File: config.mk
export PLATFORM = sky130hd
export DESIGN_NAME = rv32i_ctrl_fsm_flat
export DESIGN_NICKNAME = d
export VERILOG_FILES = /design/src/rtl/rv32i_ctrl_fsm_if.sv /design/src/rtl/rv32i_ctrl_fsm.sv /design/src/flat_wrapper.sv
export SDC_FILE = /design/constraint.sdc
export NUM_CORES = 1
export LEC_CHECK = 0
export CAP_MARGIN = 20
export CORE_MARGIN = 2
export CORE_UTILIZATION = 48
export DETAILED_ROUTE_END_ITERATION = 12
export GPL_TIMING_DRIVEN = 1
export PLACE_DENSITY = 0.8
export SYNTH_ARGS = -nofsm -noshare
export SYNTH_HDL_FRONTEND = slang
export SYNTH_SLANG_ARGS = --single-unit
File: constraint.sdc
create_clock -name clk -period 2.9 [get_ports clk]
set_clock_uncertainty 0.2 [all_clocks]
set_input_delay 0.725 -clock clk [delete_from_list [all_inputs] [get_ports clk]]
set_output_delay 0.725 -clock clk [all_outputs]
set_load 0.005 [all_outputs]
File: src/rtl/rv32i_ctrl_fsm_if.sv
// Fetch and data-memory handshake between the control sequencer and its
// neighbours.
//   instr_req   : sequencer asks for the next instruction (FETCH)
//   instr_valid : instruction word on `instr` is valid
//   instr       : 32-bit instruction word
//   mem_re/we   : data-memory read/write request, held while waiting
//   mem_ready   : data-memory access complete
// master = the sequencer, slave = instruction/data memory side.
interface rv32i_ctrl_fsm_if;
    logic        instr_req;
    logic        instr_valid;
    logic [31:0] instr;
    logic        mem_re;
    logic        mem_we;
    logic        mem_ready;

    modport master (
        output instr_req, mem_re, mem_we,
        input  instr_valid, instr, mem_ready
    );

    modport slave (
        input  instr_req, mem_re, mem_we,
        output instr_valid, instr, mem_ready
    );
endinterface

File: src/rtl/rv32i_ctrl_fsm.sv
// Multi-cycle control sequencer and decoder for the RV32I core.
// Walks FETCH -> DECODE -> EXECUTE -> (MEMORY) -> WRITEBACK and drives the
// register-file, data-memory and PC strobes. Every output is a flop.
// Ports:
//   clk, rst_n    : clock, asynchronous active-low reset
//   bus           : fetch / data-memory handshake (master side)
//   alu_result0   : ALU result bit 0, used as the branch condition
//   alu_control   : ALU op code; imm_val, shamt, rs1, rs2, rd : decode fields
//   src1_pc       : ALU src1 takes the PC (JAL)
//   reg_we, pc_en, pc_sel : write-back strobes
//   illegal       : sticky illegal-instruction flag, cleared only by reset
module rv32i_ctrl_fsm #(
    parameter logic [2:0] RESET_STATE = 3'd0
) (
    input  logic                 clk,
    input  logic                 rst_n,
    rv32i_ctrl_fsm_if.master     bus,
    input  logic                 alu_result0,
    output logic [5:0]           alu_control,
    output logic [31:0]          imm_val,
    output logic [4:0]           shamt,
    output logic [4:0]           rs1,
    output logic [4:0]           rs2,
    output logic [4:0]           rd,
    output logic                 src1_pc,
    output logic                 reg_we,
    output logic                 pc_en,
    output logic                 pc_sel,
    output logic                 illegal
);
    // States are numbered upward from RESET_STATE so FETCH keeps that code.
    typedef enum logic [2:0] {
        S_FETCH     = RESET_STATE,
        S_DECODE    = 3'(RESET_STATE + 3'd1),
        S_EXECUTE   = 3'(RESET_STATE + 3'd2),
        S_MEMORY    = 3'(RESET_STATE + 3'd3),
        S_WRITEBACK = 3'(RESET_STATE + 3'd4)
    } state_t;

    // Instruction class latched with the decode fields; steers later states.
    typedef enum logic [2:0] {
        C_NONE, C_ALU, C_LOAD, C_STORE, C_BRANCH, C_LUI, C_JAL, C_ILL
    } cls_t;

    state_t state, state_nxt;
    cls_t   cls, d_cls;

    logic [6:0]  opc, f7;
    logic [2:0]  f3;
    logic [31:0] imm_i, imm_s, imm_b, imm_j, imm_u, d_imm;
    logic [5:0]  d_ctrl;
    logic        d_src1_pc, accept;
    logic        instr_req_nxt, mem_re_nxt, mem_we_nxt;
    logic        pc_en_nxt, reg_we_nxt, pc_sel_nxt;

    assign opc   = bus.instr[6:0];
    assign f3    = bus.instr[14:12];
    assign f7    = bus.instr[31:25];
    assign imm_i = {{20{bus.instr[31]}}, bus.instr[31:20]};
    assign imm_s = {{20{bus.instr[31]}}, bus.instr[31:25], bus.instr[11:7]};
    assign imm_b = {{20{bus.instr[31]}}, bus.instr[7], bus.instr[30:25],
                    bus.instr[11:8], 1'b0};
    assign imm_j = {{12{bus.instr[31]}}, bus.instr[19:12], bus.instr[20],
                    bus.instr[30:21], 1'b0};
    assign imm_u = {bus.instr[31:12], 12'h000};

    assign accept = (state == S_FETCH) && bus.instr_valid;

    // Decode of the incoming word; anything not matched stays C_ILL / 0.
    always_comb begin
        d_cls     = C_ILL;
        d_ctrl    = 6'h00;
        d_imm     = 32'h0;
        d_src1_pc = 1'b0;
        case (opc)
            7'b0110011: begin
                if (f7 == 7'h00) begin
                    d_cls = C_ALU;
                    case (f3)
                        3'd0:    d_ctrl = 6'h01;
                        3'd1:    d_ctrl = 6'h03;
                        3'd2:    d_ctrl = 6'h04;
                        3'd3:    d_ctrl = 6'h05;
                        3'd4:    d_ctrl = 6'h06;
                        3'd5:    d_ctrl = 6'h07;
                        3'd6:    d_ctrl = 6'h09;
                        default: d_ctrl = 6'h0A;
                    endcase
                end else if (f7 == 7'h20 && (f3 == 3'd0 || f3 == 3'd5)) begin
                    d_cls  = C_ALU;
                    d_ctrl = (f3 == 3'd0) ? 6'h02 : 6'h08;
                end
            end
            7'b0010011: begin
                // Shift-immediates need funct7 = 0; SRAI is not supported.
                if (!((f3 == 3'd1 || f3 == 3'd5) && f7 != 7'h00)) begin
                    d_cls = C_ALU;
                    d_imm = imm_i;
                    case (f3)
                        3'd0:    d_ctrl = 6'h0B;
                        3'd1:    d_ctrl = 6'h0C;
                        3'd2:    d_ctrl = 6'h0D;
                        3'd3:    d_ctrl = 6'h0E;
                        3'd4:    d_ctrl = 6'h0F;
                        3'd5:    d_ctrl = 6'h10;
                        3'd6:    d_ctrl = 6'h11;
                        default: d_ctrl = 6'h12;
                    endcase
                end
            end
            7'b0000011: if (f3 == 3'd0 || f3 == 3'd2) begin
                d_cls  = C_LOAD;
                d_imm  = imm_i;
                d_ctrl = (f3 == 3'd0) ? 6'h13 : 6'h15;
            end
            7'b0100011: if (f3 == 3'd0 || f3 == 3'd2) begin
                d_cls  = C_STORE;
                d_imm  = imm_s;
                d_ctrl = (f3 == 3'd0) ? 6'h18 : 6'h1A;
            end
            7'b1100011: if (f3 == 3'd0 || f3 == 3'd1 || f3 == 3'd4 || f3 == 3'd5) begin
                d_cls = C_BRANCH;
                d_imm = imm_b;
                case (f3)
                    3'd0:    d_ctrl = 6'h1B;
                    3'd1:    d_ctrl = 6'h1C;
                    3'd4:    d_ctrl = 6'h20;
                    default: d_ctrl = 6'h1F;
                endcase
            end
            7'b0110111: begin
                d_cls  = C_LUI;
                d_ctrl = 6'h21;
                d_imm  = imm_u;
            end
            7'b1101111: begin
                d_cls     = C_JAL;
                d_ctrl    = 6'h22;
                d_imm     = imm_j;
                d_src1_pc = 1'b1;
            end
            default: ;
        endcase
    end

    // Next state plus the strobes for the state being entered, so the
    // registered strobes line up with the state they belong to.
    always_comb begin
        state_nxt = state;
        case (state)
            S_FETCH:     if (bus.instr_valid) state_nxt = S_DECODE;
            S_DECODE:    state_nxt = (cls == C_ILL) ? S_FETCH : S_EXECUTE;
            S_EXECUTE:   state_nxt = (cls == C_LOAD || cls == C_STORE) ? S_MEMORY
                                                                       : S_WRITEBACK;
            S_MEMORY:    if (bus.mem_ready) state_nxt = S_WRITEBACK;
            S_WRITEBACK: state_nxt = S_FETCH;
            default:     state_nxt = S_FETCH;
        endcase

        instr_req_nxt = (state_nxt == S_FETCH);
        mem_re_nxt    = (state_nxt == S_MEMORY) && (cls == C_LOAD);
        mem_we_nxt    = (state_nxt == S_MEMORY) && (cls == C_STORE);
        pc_en_nxt     = (state_nxt == S_WRITEBACK);
        reg_we_nxt    = pc_en_nxt && (rd != 5'd0) &&
                        (cls inside {C_ALU, C_LOAD, C_LUI, C_JAL});
        // Branches reach WRITEBACK only from EXECUTE, so the branch_taken
        // sample is taken on that edge and held in pc_sel itself.
        pc_sel_nxt    = pc_en_nxt &&
                        (cls == C_JAL || (cls == C_BRANCH && alu_result0));
    end

    always_ff @(posedge clk or negedge rst_n) begin
        if (!rst_n) state <= S_FETCH;
        else        state <= state_nxt;
    end

    always_ff @(posedge clk or negedge rst_n) begin
        if (!rst_n) begin
            bus.instr_req <= 1'b1;
            bus.mem_re    <= 1'b0;
            bus.mem_we    <= 1'b0;
            pc_en         <= 1'b0;
            reg_we        <= 1'b0;
            pc_sel        <= 1'b0;
            cls           <= C_NONE;
            alu_control   <= 6'h00;
            imm_val       <= 32'h0;
            shamt         <= 5'd0;
            rs1           <= 5'd0;
            rs2           <= 5'd0;
            rd            <= 5'd0;
            src1_pc       <= 1'b0;
            illegal       <= 1'b0;
        end else begin
            bus.instr_req <= instr_req_nxt;
            bus.mem_re    <= mem_re_nxt;
            bus.mem_we    <= mem_we_nxt;
            pc_en         <= pc_en_nxt;
            reg_we        <= reg_we_nxt;
            pc_sel        <= pc_sel_nxt;
            if (accept) begin
                cls         <= d_cls;
                alu_control <= d_ctrl;
                imm_val     <= d_imm;
                shamt       <= bus.instr[24:20];
                rs1         <= bus.instr[19:15];
                rs2         <= bus.instr[24:20];
                rd          <= bus.instr[11:7];
                src1_pc     <= d_src1_pc;
                illegal     <= illegal | (d_cls == C_ILL);
            end
        end
    end
endmodule

File: src/flat_wrapper.sv
// flat-port wrapper written by rule: the top's interface ports become plain ports
module rv32i_ctrl_fsm_flat 
#(
    parameter logic [2:0] RESET_STATE = 3'd0
)
  (clk, rst_n, alu_result0, alu_control, imm_val, shamt, rs1, rs2, rd, src1_pc, reg_we, pc_en, pc_sel, illegal, bus_instr_req, bus_mem_re, bus_mem_we, bus_instr_valid, bus_instr, bus_mem_ready);
  rv32i_ctrl_fsm_if bus_i ();
  input  logic clk;
  input  logic rst_n;
  input  logic alu_result0;
  output logic [5:0] alu_control;
  output logic [31:0] imm_val;
  output logic [4:0] shamt;
  output logic [4:0] rs1;
  output logic [4:0] rs2;
  output logic [4:0] rd;
  output logic src1_pc;
  output logic reg_we;
  output logic pc_en;
  output logic pc_sel;
  output logic illegal;
  output wire logic [$bits(bus_i.instr_req)-1:0] bus_instr_req;
  output wire logic [$bits(bus_i.mem_re)-1:0] bus_mem_re;
  output wire logic [$bits(bus_i.mem_we)-1:0] bus_mem_we;
  input wire logic [$bits(bus_i.instr_valid)-1:0] bus_instr_valid;
  input wire logic [$bits(bus_i.instr)-1:0] bus_instr;
  input wire logic [$bits(bus_i.mem_ready)-1:0] bus_mem_ready;
  assign bus_instr_req = bus_i.instr_req;
  assign bus_mem_re = bus_i.mem_re;
  assign bus_mem_we = bus_i.mem_we;
  assign bus_i.instr_valid = bus_instr_valid;
  assign bus_i.instr = bus_instr;
  assign bus_i.mem_ready = bus_mem_ready;
  rv32i_ctrl_fsm #(.RESET_STATE(RESET_STATE)) u_core (.clk(clk), .rst_n(rst_n), .bus(bus_i), .alu_result0(alu_result0), .alu_control(alu_control), .imm_val(imm_val), .shamt(shamt), .rs1(rs1), .rs2(rs2), .rd(rd), .src1_pc(src1_pc), .reg_we(reg_we), .pc_en(pc_en), .pc_sel(pc_sel), .illegal(illegal));
endmodule
==> metrics.csv, run 1 <==
metric,value,unit
sequential share of the synthesized area,47.8,%
final hold viol count,0,
Post-synth EDFFs,0,
worst slew pin tran,656,ps
synth warn,0,
area grow syn2layout,47.8,%
Iter 0 DRT Violations,217,
Clk pwr share,26.7,%
P_leak,2.31,nW
grt ovf,0,
"critical path fanouts, max",7,
Site Rows,31,
Worst Slack Setup Final,105,ps
multi-input combinational cell area,0.00164,sq mm
Setup TNS,0,ps
register bit total from synthesis,67,
root buffer cell,clkbuf_8,
hold_sp,u_core.rs1[4],
number of non-filler instances in the completed layout,611,
Synth Net Count,408,
IO Pins,103,
Psw,917,uW
share of cells above drive strength 1,17.6,%
routability-driven placement congestion ratio,0.923,
top post-synthesis cells by area,"dfrtp_1 (47%), nand2_1 (7.8%), a221o_1 (4.3%)",
# fillers,525,
mux share of post-synthesis cell area,0.892,%
XOR/XNOR Fraction of Synth Area,0.250,%
Mapped Cells,365,
Final Setup Violations,0,
share of power burned in combinational logic,32.0,%
antenna diode count,0,
FF-to-FF setup slack,490,ps
min-delay worst type,flop to flop,
Nets,550,
vias in the first global route,3190,
min cycle time layout,2790,ps
number of buffers added on ports,102,
Fmax achieved,358,MHz
Max-Cap Viols,0,
sequential standard cell area,0.00168,sq mm
pre-CTS setup slack,-268,ps
"FFs w/ async S/R, synth",100,%
pwr/cell area,559,mW/mm^2
cell taking the most area after synthesis,dfrtp_1,
VDD IR max,343,uV
htree depth,3,
top_reg_cell synth,dfrtp_1,
Core ar.,0.00718,sq mm
Final period util,96.4,%
antenna violations before repair,0,
global-route wire length before repair,16400,um
DRC viols,0,
critical path startpoint category,input pin,
Clock Latency Late Sink,340,ps
compound-gate portion of the synthesized area,20.1,%
area share of the largest cell type after synthesis,47.1,%
die footprint,0.00801,sq mm
sequential power share,41.2,%
Num CTS Buffers,9,
gr usage total,27.3,%
pin count of the biggest net entering global routing,62,
synthesized area,0.00351,sq mm
synthesized area per cell,9.61,sq um
Worst slew margin,55.8,%
Clock Sinks,67,
critical path class,input pin to flop,
clock-pin slew on the worst setup and hold paths,80,ps
FF-to-FF Start,u_core.state[2],
sink of the worst hold path,u_core.rs1[4],
post-synth cell types,63,
worst reg-to-reg path cell count,6,
vias post-DR,3473,
dpl hpwl,8100,um
Worst Hold Path Cells,2,
switch share,31.7,%
RSZ-0062 raised after global routing,no,
CP required,2970,ps
Via-to-Cell Ratio,5.68,
die height,89.5,um
Pre-antenna DRT Iters,5,
worst r2r dst,u_core.imm_val[1],
Placed Cells incl. Taps,594,
"count leader, synth",nand2_1,
fraction of the mapped netlist area in adder cells,2.43,%
Longest Clk Path Bufs,2,
Initial Utilization,48.9,%
DRT antenna net count,0,
drt wl/cell,17.5,um
"top cells by count, synth","nand2_1 (73), dfrtp_1 (66), nor2_1 (18)",
Die Wd,89.5,um
"Slew Viols, Final",0,
P_int,1.98,mW
status,"complete, no violations",
Post-Synth Simple-Gate Area,22.9,%
DRT Wirelength,10700,um
crit end category,flop,
CTS tree,yes,
largest family of logic cells by synthesized area,simple AND/OR/NAND/NOR gates,
WP data arrival,2870,ps
-- how the worst max path moves through the flow --
stage               startpoint                 end  slack (ps)  depth (start not counted)
3_5_place_dp   bus_instr_valid  u_core.imm_val[30]        -270                          6
6_report       bus_instr_valid   u_core.imm_val[1]         110                          7
5_1_grt        bus_instr_valid   u_core.imm_val[1]          20                          7
2_1_floorplan    bus_instr[14]  u_core.imm_val[30]          10                          9
4_1_cts        bus_instr_valid  u_core.imm_val[30]          80                          6
3_3_place_gp     bus_instr[14]      u_core.illegal        -230                          7
-- layer usage --
| metal | track usage [%] | vias up | share of wire, % | wire length (um) |
|---|---|---|---|---|
| li1 | - | 1615 | - | - |
| met4 | 8.55 | 0 | 1.8 | 187 |
| met2 | 42.2 | 146 | 47 | 5060 |
| met3 | 4.99 | 19 | 6.2 | 662 |
| met1 | 39.2 | 1693 | 45 | 4750 |
| met5 | 0 | - | 0 | 0 |
-- placed cells by master (no fill, tap or decap), types with 9 or more instances in the layout --
master           instances
a221o_1                 15
o21ai_0                 13
buf_4                   56
inv_1                    9
nor2_1                  18
dfrtp_1                 66
a21oi_1                 12
clkdlybuf4s50_1        101
clkbuf_8                 9
nand2_1                 73
-- cell families after synthesis --
logic type	Yosys count
fa+ha+maj	7
mux	3
flops	67
simple gates	158
compound gates	89
xor+xnor	1
buf+inv	40
-- through the flow --
step	power, mW	area [sq um]	utilization [%]	hold slack (ps)
6_report	2.90	5180	72.3	275
3_5_place_dp	2.13	4970	69.3	262
2_1_floorplan	1.61	3510	-	229
4_1_cts	2.91	5180	72.2	281
3_3_place_gp	2.11	4970	69.3	259
5_1_grt	3.07	5180	72.3	295
-- flip-flops by register name (all words and copies together), names as in the netlist --
name	count
u_core.pc_en	1
u_core.cls	3
u_core.pc_sel	1
u_core.illegal	1
u_core.bus.mem_re	1
u_core.bus.instr_req	1
u_core.bus.mem_we	1
u_core.rd	5
u_core.rs1	5
u_core.reg_we	1
u_core.imm_val	32
u_core.alu_control	6
u_core.src1_pc	1
u_core.shamt	5
u_core.state	3
-- critical path: stages --
cell	delay (ps)
clkdlybuf4s50_1	500
or4b_2	630
a211oi_2	230
and2_1	210
buf_4	180
and2_1	210
a221o_1	180
-- layout make-up --
cell class,instances,area share (%)
Timing Repair Buffer,162,29.1
Inverter,9,0.652
Tap cell,99,2.39
Clock buffer,9,2.39
Multi-Input combinational cell,258,31.7
Clock inverter,7,1.47
Sequential cell,67,32.4
-- power by group through the flow --
stage / clock network, mW / logic [mW] / registers [mW]
6_report: 0.774 / 0.929 / 1.20
3_5_place_dp: 0 / 0.923 / 1.21
4_1_cts: 0.789 / 0.931 / 1.19
2_1_floorplan: 0 / 0.401 / 1.21
5_1_grt: 0.835 / 1.02 / 1.21
3_3_place_gp: 0 / 0.900 / 1.21
-- repair_timing --
| item | 4_1_cts | 5_1_grt |
|---|---|---|
| endpoints found under the setup margin | 0 | 11 |
| buffers inserted | 0 | 0 |
| hold endpoints to repair | 2 | 0 |
| hold buffers | 1 | 0 |
| resized for setup | 0 | 2 |
Note: power is estimated with default switching activity, not from simulation.
==> run 2: changes to the inputs <==
HOLD_SLACK_MARGIN = 0.1   (was unset)
clock period = 2.6 ns   (was 2.9 ns; I/O delays follow)
==> run 2 against run 1 <==
Against the previous run:
- worst hold slack worse by 170 ps
- combinational power grew 16%
- sequential cell count did not move
- total power grew 20%
- critical path depth increased by 2
- global-route usage grew 1.1 points
- largest power group unchanged
==> metrics.csv, run 2 (same netlist as run 1, synthesis figures left out) <==
metric,value,unit
vias post-DR,3536,
number of non-filler instances in the completed layout,618,
VDD IR max,437,uV
CP required,2650,ps
"critical path fanouts, max",11,
vias in the first global route,3452,
Worst Slack Setup Final,59.7,ps
Placed Cells incl. Taps,603,
WP buf/inv,5,
clock-pin slew on the worst setup and hold paths,80,ps
FF-to-FF setup slack,370,ps
min cycle time layout,2540,ps
RSZ-0062 raised after global routing,no,
critical path startpoint category,input pin,
antenna violations before repair,0,
FF-to-FF Start,u_core.state[2],
Post-CTS Setup Repair Bufs,0,
DRT antenna net count,0,
Num CTS Buffers,9,
# fillers,505,
min-delay worst type,input pin to async pin,
largest registers,"u_core.imm_val: 32 flops, u_core.alu_control: 6 flops",
area grow syn2layout,53.1,%
Setup TNS,0,ps
worst r2r dst,u_core.imm_val[13],
Initial Utilization,48.9,%
CTS tree,yes,
IO Pins,103,
Clock Sinks,67,
multi-input combinational cell area,0.00171,sq mm
Worst slew margin,50.5,%
P_leak,2.45,nW
Iter 0 DRT Violations,264,
critical path class,input pin to flop,
Die Wd,89.5,um
Worst path slowest cell,clkdlybuf4s50_1,
sequential standard cell area,0.00168,sq mm
share of cells above drive strength 1,20.2,%
most frequent cells in the layout,"clkdlybuf4s50_1 (95), nand2_1 (73), dfrtp_1 (66), buf_4 (64), nor2_1 (18)",
"Core Util, Final",74.9,%
worst reg-to-reg path cell count,6,
Pre-antenna DRT Iters,5,
"Slew Viols, Final",0,
"most common cell after layout, fill and taps aside",clkdlybuf4s50_1,
Longest Clk Path Bufs,2,
final hold viol count,0,
"most used cell, CP",buf_4,
Final period util,97.7,%
pre-CTS setup slack,-392,ps
Site Rows,31,
grt ovf,0,
Via-to-Cell Ratio,5.72,
gr usage total,28.5,%
status,"complete, no violations",
delay of the slowest critical-path stage,510,ps
hold_buf cts,0,
DRC viols,0,
worst slew pin tran,724,ps
pwr/cell area,645,mW/mm^2
routability-driven placement congestion ratio,0.926,
WP data arrival,2590,ps
number of buffers added on ports,102,
cell family with most CP delay,buffers and inverters,
max FFs per register,32,
Final Setup Violations,0,
Clock Latency Late Sink,350,ps
Fmax achieved,394,MHz
root buffer cell,clkbuf_8,
DRT Wirelength,11300,um
die height,89.5,um
htree depth,3,
pin count of the biggest net entering global routing,68,
Top reg by flops,u_core.imm_val,
die footprint,0.00801,sq mm
critical-path cell list,clkdlybuf4s50_1 > buf_4 > inv_1 > buf_4 > nor3_1 > o21a_1 > o22ai_1 > buf_4 > a311oi_1,
Nets,558,
crit end category,flop,
dpl hpwl,8210,um
Core ar.,0.00718,sq mm
antenna diode count,0,
Max-Cap Viols,0,
drt wl/cell,18.3,um
global-route wire length before repair,17300,um
[run 2: changes by cell type in the layout (fill, tap and decap cells not counted), sizes merged]
cell	previous run	this run
dlygate4sd2	0	1
dlymetal6s2s	0	5
clkdlybuf4s50	101	95
inv	10	9
buf	60	69
clkinv	3	2
dlygate4sd3	1	0
clkinvlp	2	1
bufinv	1	3
[run 2: what timing repair did]
action                                  4_1_cts  5_1_grt
endpoints found under the setup margin       14       36
hold endpoints to repair                      0        0
pin swaps                                     0        2
resized for setup                             2       15
[run 2: worst register-to-register path, delay by kind of cell, from the launching register on]
| family | cells | cell delay [ps] |
|---|---|---|
| compound gates | 3 | 530 |
| flops | 1 | 440 |
| simple gates | 2 | 780 |
| buf+inv | 1 | 140 |
[run 2: through the flow]
step	total power [mW]	cell area, sq um	hold WS (ps)
5_1_grt	3.64	5370	138
3_5_place_dp	2.41	5060	272
4_1_cts	3.45	5300	128
3_3_place_gp	2.37	5060	262
6_report	3.46	5370	107
2_1_floorplan	1.80	3520	154
[run 2: report_power, final]
part | internal [mW] | total [mW] | switching (mW) | leakage (nW)
registers | 1.21 | 1.34 | 0.124 | 0.883
clock network | 0.634 | 1.04 | 0.407 | 0.115
logic | 0.572 | 1.08 | 0.511 | 1.45
[run 2: area by class of cell]
class                           count  area share (%)
Clock buffer                        9            2.31
Timing Repair Buffer              170            29.6
Sequential cell                    67            31.2
Inverter                            9           0.629
Tap cell                           99            2.31
Clock inverter                      6            2.14
Multi-Input combinational cell    258            31.8
[run 2: layer usage]
layer  up-vias  GRT usage (%)  share of wire [%]
met1      1729           38.3                 43
li1       1626              -                  -
met3        21           5.91                6.4
met4         0           9.36                2.0
met2       160           46.1                 49
met5         -              0                  0
[run 2: how the worst max path moves through the flow]
stage | startpoint | end | slack, ps | cells past startpoint
after floorplan | bus_instr[14] | u_core.imm_val[30] | 40 | 9
after global placement | bus_instr_valid | u_core.imm_val[2] | -330 | 7
after detailed placement | bus_instr_valid | u_core.imm_val[3] | -390 | 7
after CTS | bus_instr[6] | u_core.illegal | 8 | 6
after global routing | bus_instr_valid | u_core.imm_val[3] | 2 | 7
final | bus_instr[4] | u_core.illegal | 60 | 9
==> run 3: changes to the inputs <==
CAP_MARGIN = unset   (was 20)
==> results of run 3 <==
Same layout as run 2: the final DEF is identical, and so are final timing and power.
